[src/rtl/mips32_prog_loader.sv]
// Program loader for a MIPS32 core: streams program words into instruction
// memory, tracks length/checksum/HLT presence, then releases the CPU.
//
// Handshake: a beat transfers on a rising edge where in_valid && in_ready are
// both high and abort is low; in_ready depends only on the loader state, never
// on in_valid, and the source holds in_data/in_last stable until accepted.
module mips32_prog_loader #(
  parameter int ADDR_W    = 10,
  parameter int BASE_ADDR = 0,
  parameter int MAX_WORDS = 64
) (
  input  logic              clk1,
  input  logic              rst_n,
  input  logic              start,
  input  logic              abort,
  input  logic              in_valid,
  input  logic [31:0]       in_data,
  input  logic              in_last,
  output logic              in_ready,
  output logic              mem_we,
  output logic [ADDR_W-1:0] mem_addr,
  output logic [31:0]       mem_wdata,
  output logic              cpu_run,
  output logic              done,
  output logic              err,
  output logic [ADDR_W-1:0] word_count,
  output logic [31:0]       checksum,
  output logic [1:0]        state_dbg
);

  typedef enum logic [1:0] {
    ST_IDLE  = 2'd0,
    ST_LOAD  = 2'd1,
    ST_RUN   = 2'd2,
    ST_ERROR = 2'd3
  } state_t;

  localparam logic [ADDR_W-1:0] BASE_A   = ADDR_W'(BASE_ADDR);
  localparam logic [ADDR_W-1:0] LAST_IDX = ADDR_W'(MAX_WORDS - 1);
  localparam logic [ADDR_W-1:0] ONE      = ADDR_W'(1);
  localparam logic [5:0]        HLT_OP   = 6'b111111;

  state_t              state_q, state_d;
  logic [ADDR_W-1:0]   word_count_q, word_count_d;
  logic [31:0]         checksum_q, checksum_d;
  logic                halt_seen_q, halt_seen_d;
  logic                mem_we_q, mem_we_d;
  logic [ADDR_W-1:0]   mem_addr_q, mem_addr_d;
  logic [31:0]         mem_wdata_q, mem_wdata_d;
  logic                in_ready_q, in_ready_d;
  logic                cpu_run_q, cpu_run_d;
  logic                done_q, done_d;
  logic                err_q, err_d;
  logic                halt_now;

  // Next-state, counters and the one-cycle-delayed write for each accepted beat.
  always_comb begin
    state_d      = state_q;
    word_count_d = word_count_q;
    checksum_d   = checksum_q;
    halt_seen_d  = halt_seen_q;
    mem_we_d     = 1'b0;
    mem_addr_d   = mem_addr_q;
    mem_wdata_d  = mem_wdata_q;
    halt_now     = halt_seen_q;

    case (state_q)
      ST_IDLE, ST_ERROR: begin
        if (start) begin
          state_d      = ST_LOAD;
          word_count_d = '0;
          checksum_d   = '0;
          halt_seen_d  = 1'b0;
        end
      end
      ST_LOAD: begin
        // abort wins over a beat presented in the same cycle
        if (abort) begin
          state_d = ST_IDLE;
        end else if (in_valid) begin
          halt_now     = halt_seen_q | (in_data[31:26] == HLT_OP);
          mem_we_d     = 1'b1;
          mem_addr_d   = BASE_A + word_count_q;
          mem_wdata_d  = in_data;
          word_count_d = word_count_q + ONE;
          checksum_d   = checksum_q + in_data;
          halt_seen_d  = halt_now;
          if (in_last) begin
            state_d = halt_now ? ST_RUN : ST_ERROR;
          end else if (word_count_q == LAST_IDX) begin
            // the final slot was filled but the program claims to continue
            state_d = ST_ERROR;
          end
        end
      end
      default: begin
        // ST_RUN is terminal until reset
      end
    endcase

    // status outputs are registered copies of the next state decode, so
    // cpu_run rises in the same cycle the final write is presented
    in_ready_d = (state_d == ST_LOAD);
    cpu_run_d  = (state_d == ST_RUN);
    done_d     = (state_d == ST_RUN);
    err_d      = (state_d == ST_ERROR);
  end

  // State and output registers; reset clears everything including a pending write.
  always_ff @(posedge clk1 or negedge rst_n) begin
    if (!rst_n) begin
      state_q      <= ST_IDLE;
      word_count_q <= '0;
      checksum_q   <= '0;
      halt_seen_q  <= 1'b0;
      mem_we_q     <= 1'b0;
      mem_addr_q   <= '0;
      mem_wdata_q  <= '0;
      in_ready_q   <= 1'b0;
      cpu_run_q    <= 1'b0;
      done_q       <= 1'b0;
      err_q        <= 1'b0;
    end else begin
      state_q      <= state_d;
      word_count_q <= word_count_d;
      checksum_q   <= checksum_d;
      halt_seen_q  <= halt_seen_d;
      mem_we_q     <= mem_we_d;
      mem_addr_q   <= mem_addr_d;
      mem_wdata_q  <= mem_wdata_d;
      in_ready_q   <= in_ready_d;
      cpu_run_q    <= cpu_run_d;
      done_q       <= done_d;
      err_q        <= err_d;
    end
  end

  assign in_ready   = in_ready_q;
  assign mem_we     = mem_we_q;
  assign mem_addr   = mem_addr_q;
  assign mem_wdata  = mem_wdata_q;
  assign cpu_run    = cpu_run_q;
  assign done       = done_q;
  assign err        = err_q;
  assign word_count = word_count_q;
  assign checksum   = checksum_q;
  assign state_dbg  = state_q;

endmodule

[config.mk]
export PLATFORM = sky130hd
export DESIGN_NAME = mips32_prog_loader
export DESIGN_NICKNAME = d
export VERILOG_FILES = /design/src/rtl/mips32_prog_loader.sv
export SDC_FILE = /design/constraint.sdc
export NUM_CORES = 1
export LEC_CHECK = 0
export ABC_AREA = 1
export CELL_PAD_IN_SITES_DETAIL_PLACEMENT = 1
export CELL_PAD_IN_SITES_GLOBAL_PLACEMENT = 1
export CORE_ASPECT_RATIO = 1.5
export CORE_UTILIZATION = 36
export DETAILED_ROUTE_END_ITERATION = 8
export PLACE_DENSITY_LB_ADDON = 0.1
export RECOVER_POWER = 25
export SYNTH_ARGS = -nofsm -noshare
export SYNTH_HDL_FRONTEND = slang
export SYNTH_SLANG_ARGS = --single-unit
[constraint.sdc]
create_clock -name clk1 -period 2.1 [get_ports clk1]
set_clock_uncertainty 0.1 [all_clocks]
set_input_delay 0.42 -clock clk1 [delete_from_list [all_inputs] [get_ports clk1]]
set_output_delay 0.42 -clock clk1 [all_outputs]
set_load 0.005 [all_outputs]
# Yosys cells after proc, flatten, opt, wreduce, memory -nomap -nowiden
# Index checks and enable logic that the tools add are counted.
[word_totals]
output_inout_bits = 91
register_bits = 91
wordCells = 51
[op_classes]
n_reduce_logical = 5
bitwise_logic = 2
add_sub_neg = 2
eq_ne = 10
mux = 22
[ops]
columns = ["cell", "count"]
rows = [
  ["$mux 32", 3],
  ["$pmux 32 s2", 1],
  ["$add 32x32->32", 1],
  ["$mux 10", 3],
  ["$pmux 10 s2", 1],
  ["$add 10x1->10 const B", 1],
  ["$eq 10x6->1 const B", 1],
  ["$mux 2", 5],
  ["$mux 1", 7],
  ["$eq 2x2->1 const B", 3],
  ["$eq 6x6->1 const B", 1],
  ["$ne 2x2->1 const B", 3],
  ["$eq 2x1->1 const B", 2],
  ["$pmux 2 s2", 1],
  ["$reduce_and 4->1", 1],
  ["$reduce_and 3->1", 1],
  ["$logic_not 2->1", 1],
  ["$pmux 1 s2", 1],
  ["$reduce_bool 2->1", 1],
  ["$reduce_or 2->1", 1],
  ["$not 1->1", 1],
  ["$or 1x1->1", 1],
]

# Depth between registers and ports, before layout
[depth]
depth_word = 8
mapped_depth = 13
mapped_depth_nobuf = 13

# Worst setup path before layout
# OpenSTA, ideal clock, no wires.
[synth_path]
path_type = "input port to flip-flop"
from = "input in_data[0]"
to = "register checksum_q[28], in the netlist checksum[28]"
arrival_ns = 1.679
n_path_buf = 0
setup_time_ns = 0.117
t_required_ns = 1.883
stages = 13
setup_slack_ns = 0.204
cell_sequence = "ha_1 -> inv_1 -> fa_1 -> inv_1 -> nand3_1 -> nand3_1 -> nand3_1 -> nand3_1 -> nand2_1 -> nand2_1 -> nand2_1 -> nand3_1 -> nand2_1"
[synth_between]
elab_chain_cells = 4
[synth_rtl]
columns = ["element", "line_no", "source"]
rows = [
  ["from (decl)", "17", "input logic [31:0] in_data,"],
  ["$add 32x32->32", "86", "checksum_d = checksum_q + in_data;"],
  ["$mux 32", "80", "end else if (in_valid) begin"],
  ["$mux 32", "78", "if (abort) begin"],
  ["$pmux 32 s2", "67", "case (state_q)"],
  ["to (signal assigned)", "126", "checksum_q <= checksum_d;"],
  ["to (decl)", "45", "logic [31:0] checksum_q, checksum_d;"],
]
# No other way between the ends. The select of a mux whose other input is x is not followed.
# A chain may end at the register's enable or synchronous reset.

# Worst setup path after layout
[layout_path]
from = "register checksum_q[6], in the netlist checksum[6]"
to = "register checksum_q[31], in the netlist checksum[31]"
[layout_between]
elab_chain_cells = 4
[layout_rtl]
columns = ["element", "line_no"]
rows = [
  ["$add 32x32->32", "86"],
  ["$mux 32", "80"],
  ["$mux 32", "78"],
  ["$pmux 32 s2", "67"],
]
# No other way between the ends. The select of a mux whose other input is x is not followed.

==> impl_metrics.csv <==
group,metric,value,unit
worst_setup_path,regToRegStartpoint,"checksum[6]",
global_routing,grt_first_pass_wirelength,34900,um
yosys,mappedNetlistArea,6010,um^2
floorplanning,fp.dieH,160,um
routing,routed_wirelength,22800,um
routing,routed_via_density,4.90,
floorplanning,top_level_ports,129,
yosys,number_of_synthesized_flops_with_an_enable_pin,0,
job,number_of_max_cap_violations,0,
floorplanning,floorplan.core_area,16300,um^2
yosys,synth.top_cells.by_count,"417 x sky130_fd_sc_hd__nand2_1, 142 x sky130_fd_sc_hd__inv_1, 91 x sky130_fd_sc_hd__dfrtp_1, 50 x sky130_fd_sc_hd__nor2_1, 42 x sky130_fd_sc_hd__nand3_1",
yosys,yosys-mux-area-fraction,0,%
yosys,ys.warnings.count,0,
routing,routed_wire_length_per_instance,17.1,um
pwr,power.switching_fraction,41.8,%
global_routing,grt_use_total,26.1,%
timing,post-route-period-util,96.1,%
pwr,p_int,6360,uW
clock_network,cts_tree,"yes",
placed_design,dp_slack,-0.607,ns
yosys,synthesized_area_fraction_occupied_by_adder_cells,7.41,%
yosys,yosys.area_share.simple,36.5,%
finish,design.final.nets,1196,
placed_design,dpl_cell_area,8150,um^2
global_routing,grt-ovfl-total,0,
timing,timing.fmax,496,MHz
clock_network,tritoncts_buffers,9,
routing,drc,0,
global_routing,grt_max_degree,75,
worst_setup_path,crit_path_max_fanout,4,
worst_setup_path,startpoint_type,"register",
timing,timing.final.crit_period,2.02,ns
floorplanning,rows,57,
clock_network,h-tree-depth,3,
worst_setup_path,cp_data_required_time,2.24,ns
worst_setup_path,capture_point_of_the_worst_reg_to_reg_path,"checksum[31]",
worst_setup_path,worst-r2r-cell-count,11,
yosys,synthXorXnorAreaFrac,0.582,%
floorplanning,start_util,37.0,%
worst_setup_path,end_kind,"register",
finish,layout.cell_area.non_filler,9110,um^2
yosys,synth_seq_cells,91,
yosys,yosys.area.top_type_share,37.9,%
pwr,ir_worst_vdd,0.472,mV
worst_setup_path,endpoint,"checksum[31]",
pwr,power_frac_seq,26.5,%
worst_setup_path,critPathLaunch,"checksum[6]",
pwr,power.clock.fraction,15.5,%
routing,ant_nets,0,
placed_design,port_buffers,128,
yosys,synth.yosys.seq_area_share,37.9,%
routing,iteration_0_drc_count_of_the_detailed_router,217,
clock_network,clock_insertion_delay_worst_skew,0.36,ns
finish,fillerInstances,2111,
timing,post-route-worst-setup-slack,0.0821,ns
yosys,synth.largest_area_cell,"sky130_fd_sc_hd__dfrtp_1",
worst_setup_path,timing_worst_setup_path_type,"reg2reg",
timing,transition_at_the_pin_with_the_smallest_max_transition_slack,0.994,ns
finish,diodes,0,
finish,flow.area_growth_from_synthesis,51.4,%
finish,layout-drive-gt1-share,18.4,%
outcome,status,"finished, final reports clean",
yosys,synth.most_common_cell,"sky130_fd_sc_hd__nand2_1",
yosys,syn-mean-instance-area,6.62,um^2
yosys,async_reset_ff_share,100,%
yosys,most_common_flop_cell_mapped_by_yosys,"sky130_fd_sc_hd__dfrtp_1",
clock_network,cts_root_buffer,"sky130_fd_sc_hd__clkbuf_16",
floorplanning,fp.dieW,108,um
timing,finalSetupViolCount,0,
worst_setup_path,timing.critical_path.arrival,2.16,ns
pwr,power.share.combinational,58.1,%
clock_network,cts.clk_slew.worst_paths,0.08,ns
yosys,synth_compound_area_share,6.99,%
placed_design,dpl.hpwl,16600,um
hold_path,hp-class,"in2reg",
worst_setup_path,regToRegSetupSlack,0.08,ns
yosys,dominant_combinational_cell_family_by_area_after_synthesis,"simple AND/OR/NAND/NOR gates",
yosys,post_synth_inst_count,909,
timing,maxSlewHeadroom,33.8,%
yosys,area_contributors_post_synth,"sky130_fd_sc_hd__dfrtp_1 38%, sky130_fd_sc_hd__nand2_1 26%, sky130_fd_sc_hd__inv_1 8.9%, sky130_fd_sc_hd__ha_1 7.1%, sky130_fd_sc_hd__nand3_1 3.5%",
clock_network,numClockSinks,91,
global_routing,vias_in_the_first_global_route,6900,
placed_design,gp_routability_congestion,0.892,
yosys,synthDistinctLibCells,38,
clock_network,cts.path.max_buffers,2,
timing,rsz0062_at_grt,"yes",
pwr,power_density,1200,nW/um^2
timing,timing_max_transition_violations_final,0,
global_routing,antenna_violations_before_repair,0,
routing,vias,6541,
pwr,p_sw,4570,uW
routing,drtPass1Iterations,4,
timing,final-hold-violation-count,0,
yosys,synthesis.nets,982,
pwr,power_leakage,0.00496,uW
timing,totalNegativeSetupSlack,0,ns
floorplanning,design.die.area,17200,um^2
placed cells by master (no fill, tap or decap), types with 4 or more instances in the layout:
cell and count:
sky130_fd_sc_hd__ha_1 6, sky130_fd_sc_hd__inv_2 8, sky130_fd_sc_hd__a21oi_1 26, sky130_fd_sc_hd__nand3_1 35, sky130_fd_sc_hd__dlymetal6s2s_1 18, sky130_fd_sc_hd__inv_1 138
sky130_fd_sc_hd__o21ai_0 23, sky130_fd_sc_hd__dfrtp_1 90, sky130_fd_sc_hd__ha_4 27, sky130_fd_sc_hd__nor2_2 9, sky130_fd_sc_hd__clkdlybuf4s50_1 107, sky130_fd_sc_hd__a21oi_2 12
sky130_fd_sc_hd__nand2_4 7, sky130_fd_sc_hd__nor3_1 8, sky130_fd_sc_hd__nand2_1 395, sky130_fd_sc_hd__nand4_1 5, sky130_fd_sc_hd__o21ai_1 4, sky130_fd_sc_hd__clkbuf_16 9
sky130_fd_sc_hd__nand3_2 7, sky130_fd_sc_hd__nand2_2 18, sky130_fd_sc_hd__buf_4 84, sky130_fd_sc_hd__o31ai_1 4, sky130_fd_sc_hd__nand3b_1 5, sky130_fd_sc_hd__nor2_1 39
sky130_fd_sc_hd__buf_12 4
state kept, by name, indices dropped and copies added (netlist names):
| name | flops |
|---|---|
| checksum | 32 |
| mem_wdata | 32 |
| mem_addr | 10 |
| word_count | 10 |
| state_dbg | 2 |
| done | 1 |
| err | 1 |
| halt_seen_q | 1 |
| in_ready | 1 |
| mem_we | 1 |
how the worst min path moves through the flow:
stage                from            to  slack (ns)  depth (start not counted)
2_1_floorplan       rst_n   checksum[0]        0.02                          0
3_3_place_gp        rst_n  mem_wdata[7]        0.32                          2
3_5_place_dp        rst_n  mem_wdata[7]        0.32                          2
4_1_cts        in_data[0]  mem_wdata[0]        0.36                          3
5_1_grt        in_data[3]  mem_wdata[3]        0.29                          3
6_report       in_data[3]  mem_wdata[3]        0.28                          3
cell type report:
class,count,area (um^2),area share (%)
flip-flops and latches,91,2280,25.0
clock inverters,7,78.8,0.866
repair buffers,219,2050,22.5
clock buffers,9,225,2.47
inverters,147,554,6.09
well taps,206,258,2.83
multi-input cells,655,3660,40.2
per-layer routing:
metal / up-vias / global-route usage [%] / share of wire [%]
met5: - / 0 / 0
met4: 0 / 10.8 / 3.3
met3: 48 / 3.00 / 2.4
met2: 122 / 50.6 / 56
met1: 3164 / 27.9 / 38
li1: 3207 / - / -
kinds of logic (layout without fill, tap and decap cells):
| group | count (synthesis) | count (layout) |
|---|---|---|
| AOI/OAI and AO/OA | 77 | 77 |
| xor gates and xnor gates | 4 | 4 |
| adders and majority gates | 35 | 35 |
| buffers and inverters | 163 | 382 |
| DFF | 91 | 91 |
| and+or+nand+nor | 539 | 539 |
through the flow:
| stage | std cells | hold WS (ns) | power, uW | util, % |
|---|---|---|---|---|
| floorplan | 909 | 0.0244 | 5390 | - |
| global placement | 1312 | 0.317 | 8320 | 50.1 |
| detailed placement | 1312 | 0.322 | 8470 | 50.1 |
| CTS | 1330 | 0.360 | 10500 | 53.5 |
| global route | 1334 | 0.290 | 11700 | 56.0 |
| finish | 1334 | 0.278 | 10900 | 56.0 |
power by group through the flow:
| stage | clock network, uW | registers [uW] | logic, uW |
|---|---|---|---|
| after floorplan | 0 | 2860 | 2540 |
| after global placement | 0 | 2810 | 5500 |
| after detailed placement | 0 | 2840 | 5630 |
| after CTS | 1720 | 2840 | 5910 |
| after global routing | 1780 | 2960 | 6970 |
| final | 1690 | 2900 | 6350 |
worst max-delay path, stage by stage (launching register included):
cell and delay [ns]:
sky130_fd_sc_hd__dfrtp_1 0.42, sky130_fd_sc_hd__ha_4 0.28, sky130_fd_sc_hd__nand2_1 0.12, sky130_fd_sc_hd__inv_1 0.08
sky130_fd_sc_hd__a21oi_1 0.22, sky130_fd_sc_hd__nand2_1 0.17, sky130_fd_sc_hd__nand2_1 0.14, sky130_fd_sc_hd__nand2_4 0.08
sky130_fd_sc_hd__nand2_1 0.09, sky130_fd_sc_hd__nand3_1 0.07, sky130_fd_sc_hd__nand3_1 0.09, sky130_fd_sc_hd__nand2_1 0.05
what timing repair did:
action                                  in CTS  in global routing
gates cloned                                 0                  0
resized for setup                           40                 82
endpoints found under the setup margin      23                 36
pin swaps                                    2                 14
endpoints found under the hold margin       17                  0
hold buffers                                 1                  0
setup buffers                                1                  4
Note: power is estimated with default switching activity, not from simulation.
==> patch (config.mk and constraints unchanged) <==
`checksum_q` no longer has a reset.
--- a/src/rtl/mips32_prog_loader.sv
+++ b/src/rtl/mips32_prog_loader.sv
@@ -113,3 +113,2 @@
       word_count_q <= '0;
-      checksum_q   <= '0;
       halt_seen_q  <= 1'b0;
@@ -125,3 +124,2 @@
       word_count_q <= word_count_d;
-      checksum_q   <= checksum_d;
       halt_seen_q  <= halt_seen_d;
@@ -135,2 +133,6 @@
     end
+  end
+
+  always_ff @(posedge clk1) begin
+    checksum_q <= checksum_d;
   end
Check against the original RTL: differs if rst_n is asserted again (counterexample within 4 cycles, from zero or initial values and one cycle with rst_n low); with rst_n held inactive, the same outputs for 4 cycles.
==> patch against the unedited design <==
Design area up 0.77%; core utilization up 0.43 points; synthesized area up 0.33%; hold slack worse by 6.1 ps; sequential power up 18%; power up 33%; critical endpoint is now checksum[27]; global-route usage down 0.84 points; count of clock-buffer cells in the layout up 3; setup slack worse by 49 ps; wire length down 5.3%; largest cell class unchanged; sequential cell count unchanged; synthesized cell count down 5.1%.
==> patch: results (changes against the unedited design) <==
OUTCOME='finished, final reports clean'
GRT.TOTAL_USAGE_PCT=25.3  # -0.84 points
CRITPATHMAXFANOUT=4  # unchanged
CLKLATENCYLATEPIN_PS=350
FINAL_LAYOUT_SIZE_SUFFIX_GT1_SHARE_PCT=22.1  # +3.7 points
HOLD_PATH_STARTPOINT='in_data[19]'
DETAILEDROUTE.FIRSTITERATIONVIOLATIONS=218  # +0.46%
VDD_DROP_MAX_V=0.000668  # +41%
SYNTHDISTINCTLIBCELLS=36  # -5.3%
FINAL.FILL_COUNT=2052  # -2.8%
WORST_PATH_MAX_DELAY_CELL='edfxtp_1'
GRT_START_MAX_NET_PINS=44  # -41%
FINAL_NETS=1157  # -3.3%
SYNTHARSTFLOPSHARE_PCT=64.8  # -35 points
FIRST_GLOBAL_VIAS=6751  # -2.2%
POST-DP-HPWL_UM=15700  # -5.5%
CRIT_PATH_START='checksum[4]'
SYNTH_COMMONEST_CELLS='350 x nand2_1, 130 x inv_1, 75 x nor2_1'
WORST_SLEW_SLACK_AS_A_FRACTION_OF_ITS_LIMIT_PCT=28.4  # -5.4 points
PLACED_CELLS=1256  # -4.3%
DATA_ARRIVAL_AT_THE_ENDPOINT_OF_THE_CRITICAL_PATH_PS=2070  # -90 ps
SYNTH-SEQ-AREA-SHARE_PCT=40.4  # +2.5 points
GRT_FIRST_PASS_WIRELENGTH_UM=33700  # -3.3%
CPPEAKSTAGEDELAY_PS=460  # +40 ps
WL_PER_CELL_UM=16.6  # -2.5%
GLOBALPLACE.CONGESTION=0.862  # -3.4%
MIN-DELAY-PATH-CLASS='in2reg'
DETAIL_ROUTE.VIAS_PER_CELL=4.91  # about the same
SYN_AREA_PER_CELL_UM2=6.99  # +5.7%
POWER.STATIC_LEAKAGE_nW=4.62  # -6.8%
SYNTH_FP_NETS=936  # -4.7%
MAX-CLOCK-PATH-BUFFERS=2  # unchanged
SYNTH_TOP_CELLS_BY_AREA='dfrtp_1 24%, nand2_1 22%, edfxtp_1 16%'
POST_SYNTH_EDFFS=32  # +32
DRT-TOTAL-WL_UM=21600  # -5.3%
NETSWITCHINGFRACTION_PCT=43.4  # +1.5 points
-- patch: cell types whose count changed in the layout (fill, tap and decap cells not counted), moves of 7 or more --
cell,unedited run,this run
clkdlybuf4s50_1,107,100
dlymetal6s2s_1,18,7
nand3_1,35,24
dlygate4sd2_1,2,20
edfxtp_1,0,32
nand2_2,18,31
dfrtp_1,90,59
inv_1,138,128
nand2_1,395,325
nor2_1,39,63
-- patch: stage by stage --
step | hold slack (ps) | setup slack (ps) | cell area [um2]
finish | 272 | 32.6 | 9180
global route | 297 | -51.6 | 9180
CTS | 337 | -1.28 | 8870
detailed placement | 295 | -579 | 8090
global placement | 291 | -542 | 8090
floorplan | 24.4 | 35.6 | 6040
-- patch: layer usage --
metal	share of wire [%]	up-vias	GRT usage (%)	wire length (um)
met5	0	-	0	0
met4	3.6	0	9.53	771
met3	2.1	45	3.08	461
met2	56	108	50.3	12100
met1	38	3089	26.0	8180
li1	-	3111	-	-
-- patch: final timing paths --
path | end | depth (start not counted) | slack [ps]
max reg2reg | checksum[27] | 10 | 30
min reg2reg | mem_wdata[0] | 2 | 380
min | mem_wdata[19] | 3 | 270
max in group asynchronous | mem_wdata[28] | 3 | 250
min in group asynchronous | mem_wdata[4] | 2 | 690
max | checksum[27] | 10 | 30
-- patch: cell families after synthesis --
logic type	share of synthesized area, %
buf+inv	9.79
simple gates	35.4
fa+ha+maj	7.38
compound gates	6.59
flops	40.4
xor+xnor	0.435
-- patch: area by class of cell --
cell class | instances | share of cell area, %
multi-input cells | 622 | 39.8
flip-flops and latches | 91 | 26.6
repair buffers | 224 | 22.0
inverters | 136 | 5.62
well taps | 206 | 2.81
clock buffers | 12 | 2.80
clock inverters | 4 | 0.327
-- patch: worst max-delay path, delay by kind of cell (launching register included) --
| family | cells | cell delay [ps] |
|---|---|---|
| AND/OR/NAND/NOR | 8 | 740 |
| flip-flops | 1 | 460 |
| AO/OA/AOI/OAI | 1 | 190 |
| adder cells (fa/ha/maj) | 1 | 330 |
-- patch: power by group through the flow --
| stage | Clock, mW | Combinational (mW) | Sequential, mW |
|---|---|---|---|
| CTS | 1.68 | 8.78 | 3.41 |
| finish | 1.66 | 9.44 | 3.43 |
| global placement | 0 | 7.79 | 3.32 |
| global route | 1.75 | 10.3 | 3.52 |
| floorplan | 0 | 3.92 | 3.34 |
| detailed placement | 0 | 7.95 | 3.34 |
-- patch: what timing repair did --
item / 4_1_cts / 5_1_grt
setup buffers: 11 / 12
pin swaps: 17 / 29
resized for setup: 85 / 65
hold buffers: 1 / 0
endpoints found under the setup margin: 24 / 27
endpoints found under the hold margin: 16 / 0
